`src/rtl/pipe_ctrl_pkg.sv`:
```
// Shared definitions for the pipeline controller: stall bus layout,
// stop encodings, per-hazard stall vectors and FSM state encoding.
package pipe_ctrl_pkg;

    // Stall bus: bit0 PC, bit1 IF/ID, bit2 ID/EX, bit3 EX/MEM, bit4 MEM/WB, bit5 WB.
    localparam int unsigned STALL_BUS_W = 6;
    typedef logic [STALL_BUS_W-1:0] stall_bus_t;

    localparam logic STOP    = 1'b1;
    localparam logic NO_STOP = 1'b0;

    // Load-use: freeze PC, IF/ID, ID/EX; EX receives a bubble.
    localparam stall_bus_t STALL_LOAD = {NO_STOP, NO_STOP, NO_STOP, STOP, STOP, STOP};
    // Multi-cycle MDU: freeze everything up to and including EX/MEM.
    localparam stall_bus_t STALL_MDU  = {NO_STOP, NO_STOP, STOP, STOP, STOP, STOP};
    // Exception/redirect: freeze everything up to and including MEM/WB.
    localparam stall_bus_t STALL_EXCP = {NO_STOP, STOP, STOP, STOP, STOP, STOP};

    typedef enum logic [1:0] {
        S_RUN      = 2'd0,
        S_MDU_WAIT = 2'd1,
        S_FLUSH    = 2'd2
    } pipe_state_e;

endpackage

```
`src/rtl/pipe_ctrl.sv`:
```
// Pipeline hazard controller: load-use, multi-cycle MDU wait with watchdog,
// and exception flush, plus a saturating stall-cycle performance counter.
module pipe_ctrl
    import pipe_ctrl_pkg::*;
#(
    parameter int unsigned STALL_W     = STALL_BUS_W,
    parameter int unsigned MDU_TIMEOUT = 64
) (
    input  logic               clk,
    input  logic               rst,
    input  logic               stall_for_load,
    input  logic               mdu_start,
    input  logic               mdu_done,
    input  logic               excp_req,
    input  logic [31:0]        excp_target,
    output logic [STALL_W-1:0] stall,
    output logic               flush,
    output logic [31:0]        flush_pc,
    output logic               mdu_cancel,
    output logic               mdu_timeout,
    output logic [31:0]        stall_cycles
);

    localparam int unsigned WD_W = $clog2(MDU_TIMEOUT + 1);

    pipe_state_e       state_q, state_d;
    logic [WD_W-1:0]   wd_q, wd_d, wd_inc;
    logic              flush_q, flush_d;
    logic [31:0]       flush_pc_q, flush_pc_d;
    logic              timeout_q, timeout_d;
    logic [31:0]       stall_cycles_q, stall_cycles_d;
    logic [STALL_W-1:0] stall_d;
    logic              cancel_d;

    assign wd_inc = wd_q + WD_W'(1);

    // Next-state, same-cycle stall/cancel and registered-output next values.
    // The watchdog fires on the MDU_TIMEOUT-th wait cycle; that cycle behaves
    // like a done cycle (stall released) but also cancels the MDU.
    always_comb begin
        state_d    = state_q;
        wd_d       = wd_q;
        stall_d    = '0;
        cancel_d   = 1'b0;
        flush_d    = 1'b0;
        flush_pc_d = '0;
        timeout_d  = timeout_q;
        case (state_q)
            S_RUN: begin
                if (excp_req) begin
                    stall_d    = STALL_W'(STALL_EXCP);
                    state_d    = S_FLUSH;
                    flush_d    = 1'b1;
                    flush_pc_d = excp_target;
                end else if (mdu_start) begin
                    stall_d = STALL_W'(STALL_MDU);
                    state_d = S_MDU_WAIT;
                    wd_d    = '0;
                end else if (stall_for_load) begin
                    stall_d = STALL_W'(STALL_LOAD);
                end
            end
            S_MDU_WAIT: begin
                if (excp_req) begin
                    cancel_d   = 1'b1;
                    stall_d    = STALL_W'(STALL_EXCP);
                    state_d    = S_FLUSH;
                    flush_d    = 1'b1;
                    flush_pc_d = excp_target;
                end else if (mdu_done) begin
                    state_d = S_RUN;
                end else if (wd_inc == WD_W'(MDU_TIMEOUT)) begin
                    cancel_d  = 1'b1;
                    timeout_d = 1'b1;
                    state_d   = S_RUN;
                end else begin
                    stall_d = STALL_W'(STALL_MDU);
                    wd_d    = wd_inc;
                end
            end
            S_FLUSH: begin
                state_d = S_RUN;
            end
            default: begin
                state_d = S_RUN;
            end
        endcase
    end

    // Combinational outputs are forced low while reset is held so that an
    // asynchronous reset clears them without waiting for a clock edge.
    always_comb begin
        stall      = rst ? stall_d : '0;
        mdu_cancel = rst ? cancel_d : 1'b0;
    end

    // Saturating count of cycles with any stage stopped.
    always_comb begin
        stall_cycles_d = stall_cycles_q;
        if ((stall != '0) && (stall_cycles_q != '1)) begin
            stall_cycles_d = stall_cycles_q + 32'd1;
        end
    end

    // FSM state, watchdog and registered outputs.
    always_ff @(posedge clk or negedge rst) begin
        if (!rst) begin
            state_q        <= S_RUN;
            wd_q           <= '0;
            flush_q        <= 1'b0;
            flush_pc_q     <= '0;
            timeout_q      <= 1'b0;
            stall_cycles_q <= '0;
        end else begin
            state_q        <= state_d;
            wd_q           <= wd_d;
            flush_q        <= flush_d;
            flush_pc_q     <= flush_pc_d;
            timeout_q      <= timeout_d;
            stall_cycles_q <= stall_cycles_d;
        end
    end

    assign flush        = flush_q;
    assign flush_pc     = flush_pc_q;
    assign mdu_timeout  = timeout_q;
    assign stall_cycles = stall_cycles_q;

endmodule

```
`config.mk`:
```
export PLATFORM = sky130hd
export DESIGN_NAME = pipe_ctrl
export DESIGN_NICKNAME = d
export VERILOG_FILES = /design/src/rtl/pipe_ctrl_pkg.sv /design/src/rtl/pipe_ctrl.sv
export SDC_FILE = /design/constraint.sdc
export NUM_CORES = 1
export LEC_CHECK = 0
export CELL_PAD_IN_SITES_DETAIL_PLACEMENT = 2
export CELL_PAD_IN_SITES_GLOBAL_PLACEMENT = 2
export CORE_MARGIN = 4
export CORE_UTILIZATION = 28
export DETAILED_ROUTE_END_ITERATION = 16
export PLACE_DENSITY = 0.82
export SYNTH_ARGS = -nofsm -noshare
export SYNTH_HDL_FRONTEND = slang
export SYNTH_SLANG_ARGS = --single-unit
```
`constraint.sdc`:
```
create_clock -name clk -period 2.2 [get_ports clk]
set_input_delay 0.22 -clock clk [delete_from_list [all_inputs] [get_ports clk]]
set_output_delay 0.22 -clock clk [all_outputs]
set_load 0.05 [all_outputs]
```
# [Word level (Yosys, flattened, before mapping)]
# Cells that the tools add are included.
[classes] reduce_logical=8 bitwise_logic=2 eq_ne=10 muxes=29 add_sub_neg=2
[ops] operator="$mux 32" count=2
[ops] operator="$mux 7" count=5
[ops] operator="$add 32x1->32 const B" count=1
[ops] operator="$ne 32x32->1 const B" count=1
[ops] operator="$pmux 7 s2" count=1
[ops] operator="$mux 4" count=3
[ops] operator="$mux 2" count=5
[ops] operator="$mux 5" count=2
[ops] operator="$ne 2x2->1 const B" count=5
[ops] operator="$pmux 5 s2" count=1
[ops] operator="$add 7x1->7 const B" count=1
[ops] operator="$eq 7x7->1 const B" count=1
[ops] operator="$mux 1" count=7
[ops] operator="$mux 6" count=1
[ops] operator="$reduce_and 6->1" count=1
[ops] operator="$reduce_bool 6->1" count=1
[ops] operator="$ne 4x4->1 const B" count=1
[ops] operator="$pmux 2 s2" count=1
[ops] operator="$reduce_and 4->1" count=1
[ops] operator="$mux 3" count=1
[ops] operator="$ne 3x3->1 const B" count=1
[ops] operator="$eq 2x1->1 const B" count=1
[ops] operator="$logic_not 2->1" count=1
[ops] operator="$not 1->1" count=2
[ops] operator="4 further kinds" count=4
[totals] regBits=75 word_cells=57 inputBits=38

# [Longest topological paths before layout]
[logic_depth] ltp_word=9 mapped_depth=8 depth_no_buf=8

# [Worst setup path after synthesis]
# OpenSTA, ideal clock, no wires.
[synth_timing] kind="register to output" from="register wd_q[0]" to="output mdu_cancel" path_slack_ns=-0.007 n_path_buf=0 path_stages_with_launch=7 arrival_ns=1.987 t_required_ns=1.980 path_cell_list="dfrtp_1 > ha_1 > and2_1 > o211ai_2 > nor3_1 > a22oi_1 > nor2b_1"
[synth_via] elab_chain_len=7
[synth_rtl] item="start: declaration" line="pipe_ctrl.sv:27" source="logic [WD_W-1:0] wd_q, wd_d, wd_inc;"
[synth_rtl] item="start signal: assignment" line="pipe_ctrl.sv:116" source="wd_q <= wd_d;"
[synth_rtl] item="$add 7x1->7" line="pipe_ctrl.sv:35" source="assign wd_inc = wd_q + WD_W'(1);"
[synth_rtl] item="$eq 7x7->1" line="pipe_ctrl.sv:72" source="end else if (wd_inc == WD_W'(MDU_TIMEOUT)) begin"
[synth_rtl] item="$mux 1" line="pipe_ctrl.sv:72"
[synth_rtl] item="$mux 1" line="pipe_ctrl.sv:70" source="end else if (mdu_done) begin"
[synth_rtl] item="$mux 1" line="pipe_ctrl.sv:64" source="if (excp_req) begin"
[synth_rtl] item="$mux 1" line="pipe_ctrl.sv:48" source="case (state_q)"
[synth_rtl] item="$mux 1" line="pipe_ctrl.sv:94" source="mdu_cancel = rst ? cancel_d : 1'b0;"
[synth_rtl] item="end: declaration" line="pipe_ctrl.sv:19" source="output logic mdu_cancel,"
# No other way between the ends.

# [Worst setup path after layout]
[layout_timing] from="register wd_q[1]" to="output stall[2]"
[layout_via] elab_chain_len=7
[layout_rtl] item="$add 7x1->7" line="pipe_ctrl.sv:35"
[layout_rtl] item="$eq 7x7->1" line="pipe_ctrl.sv:72"
[layout_rtl] item="$mux 4" line="pipe_ctrl.sv:72"
[layout_rtl] item="$mux 4" line="pipe_ctrl.sv:70"
[layout_rtl] item="$mux 5" line="pipe_ctrl.sv:64"
[layout_rtl] item="$pmux 5 s2" line="pipe_ctrl.sv:48"
[layout_rtl] item="$mux 6" line="pipe_ctrl.sv:93" source="stall = rst ? stall_d : '0;"
[layout_rtl] item="end: declaration" line="pipe_ctrl.sv:16" source="output logic [STALL_W-1:0] stall,"
# No other way between the ends.

==> impl_metrics.tcl <==
set metrics [dict create \
    status "finished, final reports clean" \
    power.density_mw_per_mm2 786 \
    dpl.hpwl_mm 7.60 \
    drv_cap 0 \
    cts_tree "yes" \
    synth-adder-area-share_pct 0.761 \
    critical-path-slowest-cell "dfrtp_1" \
    fin_cells 577 \
    fin_crit_ns 2.19 \
    critPathMaxStageDelay_ns 0.39 \
    root_buffer "clkbuf_16" \
    synth.area.top_cells "dfrtp_1, and2_1, xnor2_1, nand3_1, nand2_1" \
    synthXorXnorAreaFrac_pct 7.46 \
    num-nets-final 470 \
    viasPerCell 4.80 \
    tightest_slew_ns 0.730 \
    gp_congestion 0.758 \
    io_buffer_count 109 \
    ir_drop_mv 0.471 \
    finalSetupViolations 0 \
    cts.sinks 75 \
    die_w_microns 116 \
    rsz0062_at_grt "yes" \
    synth.distinct_cells 44 \
    muxShareOfSynthArea_pct 1.03 \
    cts_max_level 3 \
    num-fill-cells 1190 \
    numCtsBuffers 9 \
    grt_max_degree 57 \
    die_h_microns 116 \
    row_count 39 \
    wire_per_inst_microns 19.2 \
    finalClockSkew_ns 0.00709 \
    syn_area_per_cell_sq_um 11.2 \
    clk_latency_ns 0.34 \
    core_area_sq_mm 0.0115 \
    cts.path.max_buffers 2 \
    syn_nets 333 \
    hold_class "primary input to async pin" \
    final_hold_viol_count 0 \
    antenna_found_initial 0 \
    synth-seq-area-share_pct 57.1 \
    critPathCaptureType "primary output" \
    worst-path-buf-inv 2 \
    crit_path_start_kind "flip-flop" \
    drt_iter0_drc 98 \
    relSlewSlack_pct 51.3 \
    area_growth_pct 58.1 \
    design.die.area_sq_mm 0.0135 \
    register_area_sq_mm 0.00188 \
    drc 0 \
    hold_ws_ns 0.314 \
    max_freq_mhz 457 \
    slew_viol_final 0 \
    wl_mm 11.1 \
    fin_area_sq_mm 0.00520 \
    synthCells 293 \
    synth_top_cell_by_area "dfrtp_1" \
    critical_path.top_delay_family "compound AO/OA/AOI/OAI gates" \
    path_class "flip-flop to primary output" \
    synth_compound_area_share_pct 6.85 \
    drive_above_1_share_pct 18.0 \
    io_pins 111 \
    cp_max_fo 7 \
    fin_crit_sh_pct 99.5 \
    p_leak_nw 2.20 \
    crit_chain "ha_2 -> and2_4 -> o211ai_4 -> o31ai_4 -> a21o_4 -> inv_8 -> buf_12" \
    overflow 0 \
    dp.cells 549 \
    syn_area_sq_mm 0.00329 \
    drt.antenna.violating_nets 0 \
    synth_top_area_share_pct 57.1 \
    grt_pass1_vias 3107 \
    grt_pass1_wl_mm 17.0 \
    path_clk_slew_ns 0.06 \
    track_usage_pct 16.6 \
    start_util_pct 28.7 \
    firstDrtPassIters 6 \
    multiInputGateArea_sq_mm 0.00142 \
    synth_top_family_by_area "simple AND/OR/NAND/NOR gates" \
    utilization_pct 45.3 \
    dpl_cell_area_sq_mm 0.00465 \
    synth-simple-area-share_pct 24.0 \
    n_antenna_cell 0 \
    critPathRequiredTime_ns 1.98 \
    synth_seq_cells 75 \
    vias 2772 \
    ys_warn_count 0 \
    rrSetupSlack_ns 0.02 \
    worstPathArrival_ns 1.97 \
]
[sequential cells by signal (all words and copies together) (netlist names)]
signal / count
flush: 1
flush_pc: 32
mdu_timeout: 1
stall_cycles: 32
state_q: 2
wd_q: 7
[synthesized netlist by cell type (all sizes together)]
| library cell | n |
|---|---|
| ha | 2 |
| o21bai | 2 |
| and2 | 35 |
| inv | 6 |
| or3b | 1 |
| and3 | 5 |
| nand2b | 3 |
| mux2 | 3 |
| o211ai | 2 |
| nor2b | 5 |
| a21oi | 3 |
| clkbuf | 3 |
| nor3b | 1 |
| a21o | 3 |
| xor2 | 5 |
| buf | 6 |
| a22o | 2 |
| nor3 | 7 |
| a31oi | 3 |
| xnor2 | 23 |
| nand3b | 1 |
| nand4 | 13 |
| nor4 | 7 |
| nand3 | 19 |
| nand2 | 22 |
| o31ai | 3 |
| a22oi | 1 |
| dfrtp | 75 |
| o21ai | 6 |
| or3 | 1 |
| a2bb2oi | 1 |
| a211oi | 1 |
| o21a | 1 |
| nor2 | 21 |
| conb | 1 |
[path summary, 6_finish.rpt]
path                                   from                to  depth (start not counted)
min in group clk            excp_target[30]      flush_pc[30]                          2
min                                     rst   stall_cycles[9]                          2
max reg2reg                stall_cycles[12]  stall_cycles[31]                          6
min reg2reg                     mdu_timeout       mdu_timeout                          1
max in group asynchronous               rst           wd_q[3]                          3
max                                 wd_q[1]          stall[2]                          7
[layer usage]
metal	up-vias	GRT usage [%]	wire length (microns)	share of wire, %
met2	91	27.8	5730	52
li1	1265	-	-	-
met3	11	8.19	960	8.7
met1	1405	18.8	4250	38
met4	0	4.49	126	1.1
met5	-	0	0	0
[cells by family (layout without fill, tap and decap cells)]
logic type	count (synthesis)	in the layout
mux	3	3
other cells	1	1
compound gates	28	28
buf+inv	15	156
fa+ha+maj	2	2
xor+xnor	28	28
flops	75	75
simple gates	141	141
[per-stage QoR]
step / setup slack, ns / total power [mW] / TNS (ns)
floorplan: 0.0543 / 2.05 / 0
global route: -0.0938 / 4.27 / -0.781
global placement: 0.0988 / 2.41 / 0
detailed placement: -0.0359 / 2.44 / -0.0716
finish: 0.0101 / 4.09 / 0
CTS: 0.000966 / 4.10 / 0
[worst reg2reg max path: cells and delay by family, from the launching register on]
family	cells	cell delay, ns
simple gates	5	1.24
flops	1	0.49
mux	1	0.33
[power by group]
part           switching, mW  internal (mW)  leakage (nW)  total [mW]
Clock                  0.579           1.05         0.162        1.63
Combinational          0.555          0.348          1.05       0.903
Sequential            0.0879           1.47         0.994        1.56
[repair_timing]
| action | in CTS | in global routing |
|---|---|---|
| endpoints found under the hold margin | 19 | 0 |
| gates cloned | 0 | 1 |
| setup buffers | 9 | 3 |
| pin swaps | 4 | 6 |
| hold buffers | 1 | 0 |
| gates resized for setup | 12 | 19 |
| setup endpoints to repair | 8 | 27 |
[area by class of cell]
class	count	area share, %
multi-input cells	203	27.2
flip-flops and latches	75	36.2
repair buffers	135	26.3
well taps	143	3.44
clock buffers	11	4.86
inverters	6	0.577
clock inverters	4	1.42
[layout by cell type, fill, tap and decap left out, types with 6 or more instances in the layout]
| master | netlist | routed |
|---|---|---|
| clkdlybuf4s50_1 | 0 | 102 |
| dfrtp_1 | 75 | 72 |
| clkbuf_16 | 0 | 9 |
| nor2_1 | 20 | 20 |
| nand3_1 | 18 | 16 |
| buf_4 | 4 | 20 |
| nand4_1 | 13 | 13 |
| xnor2_1 | 23 | 23 |
| nand2_1 | 22 | 21 |
| buf_6 | 2 | 6 |
| and2_1 | 35 | 34 |
| buf_12 | 0 | 6 |
| o21ai_0 | 6 | 6 |
Power figures use the tool's default switching activity.
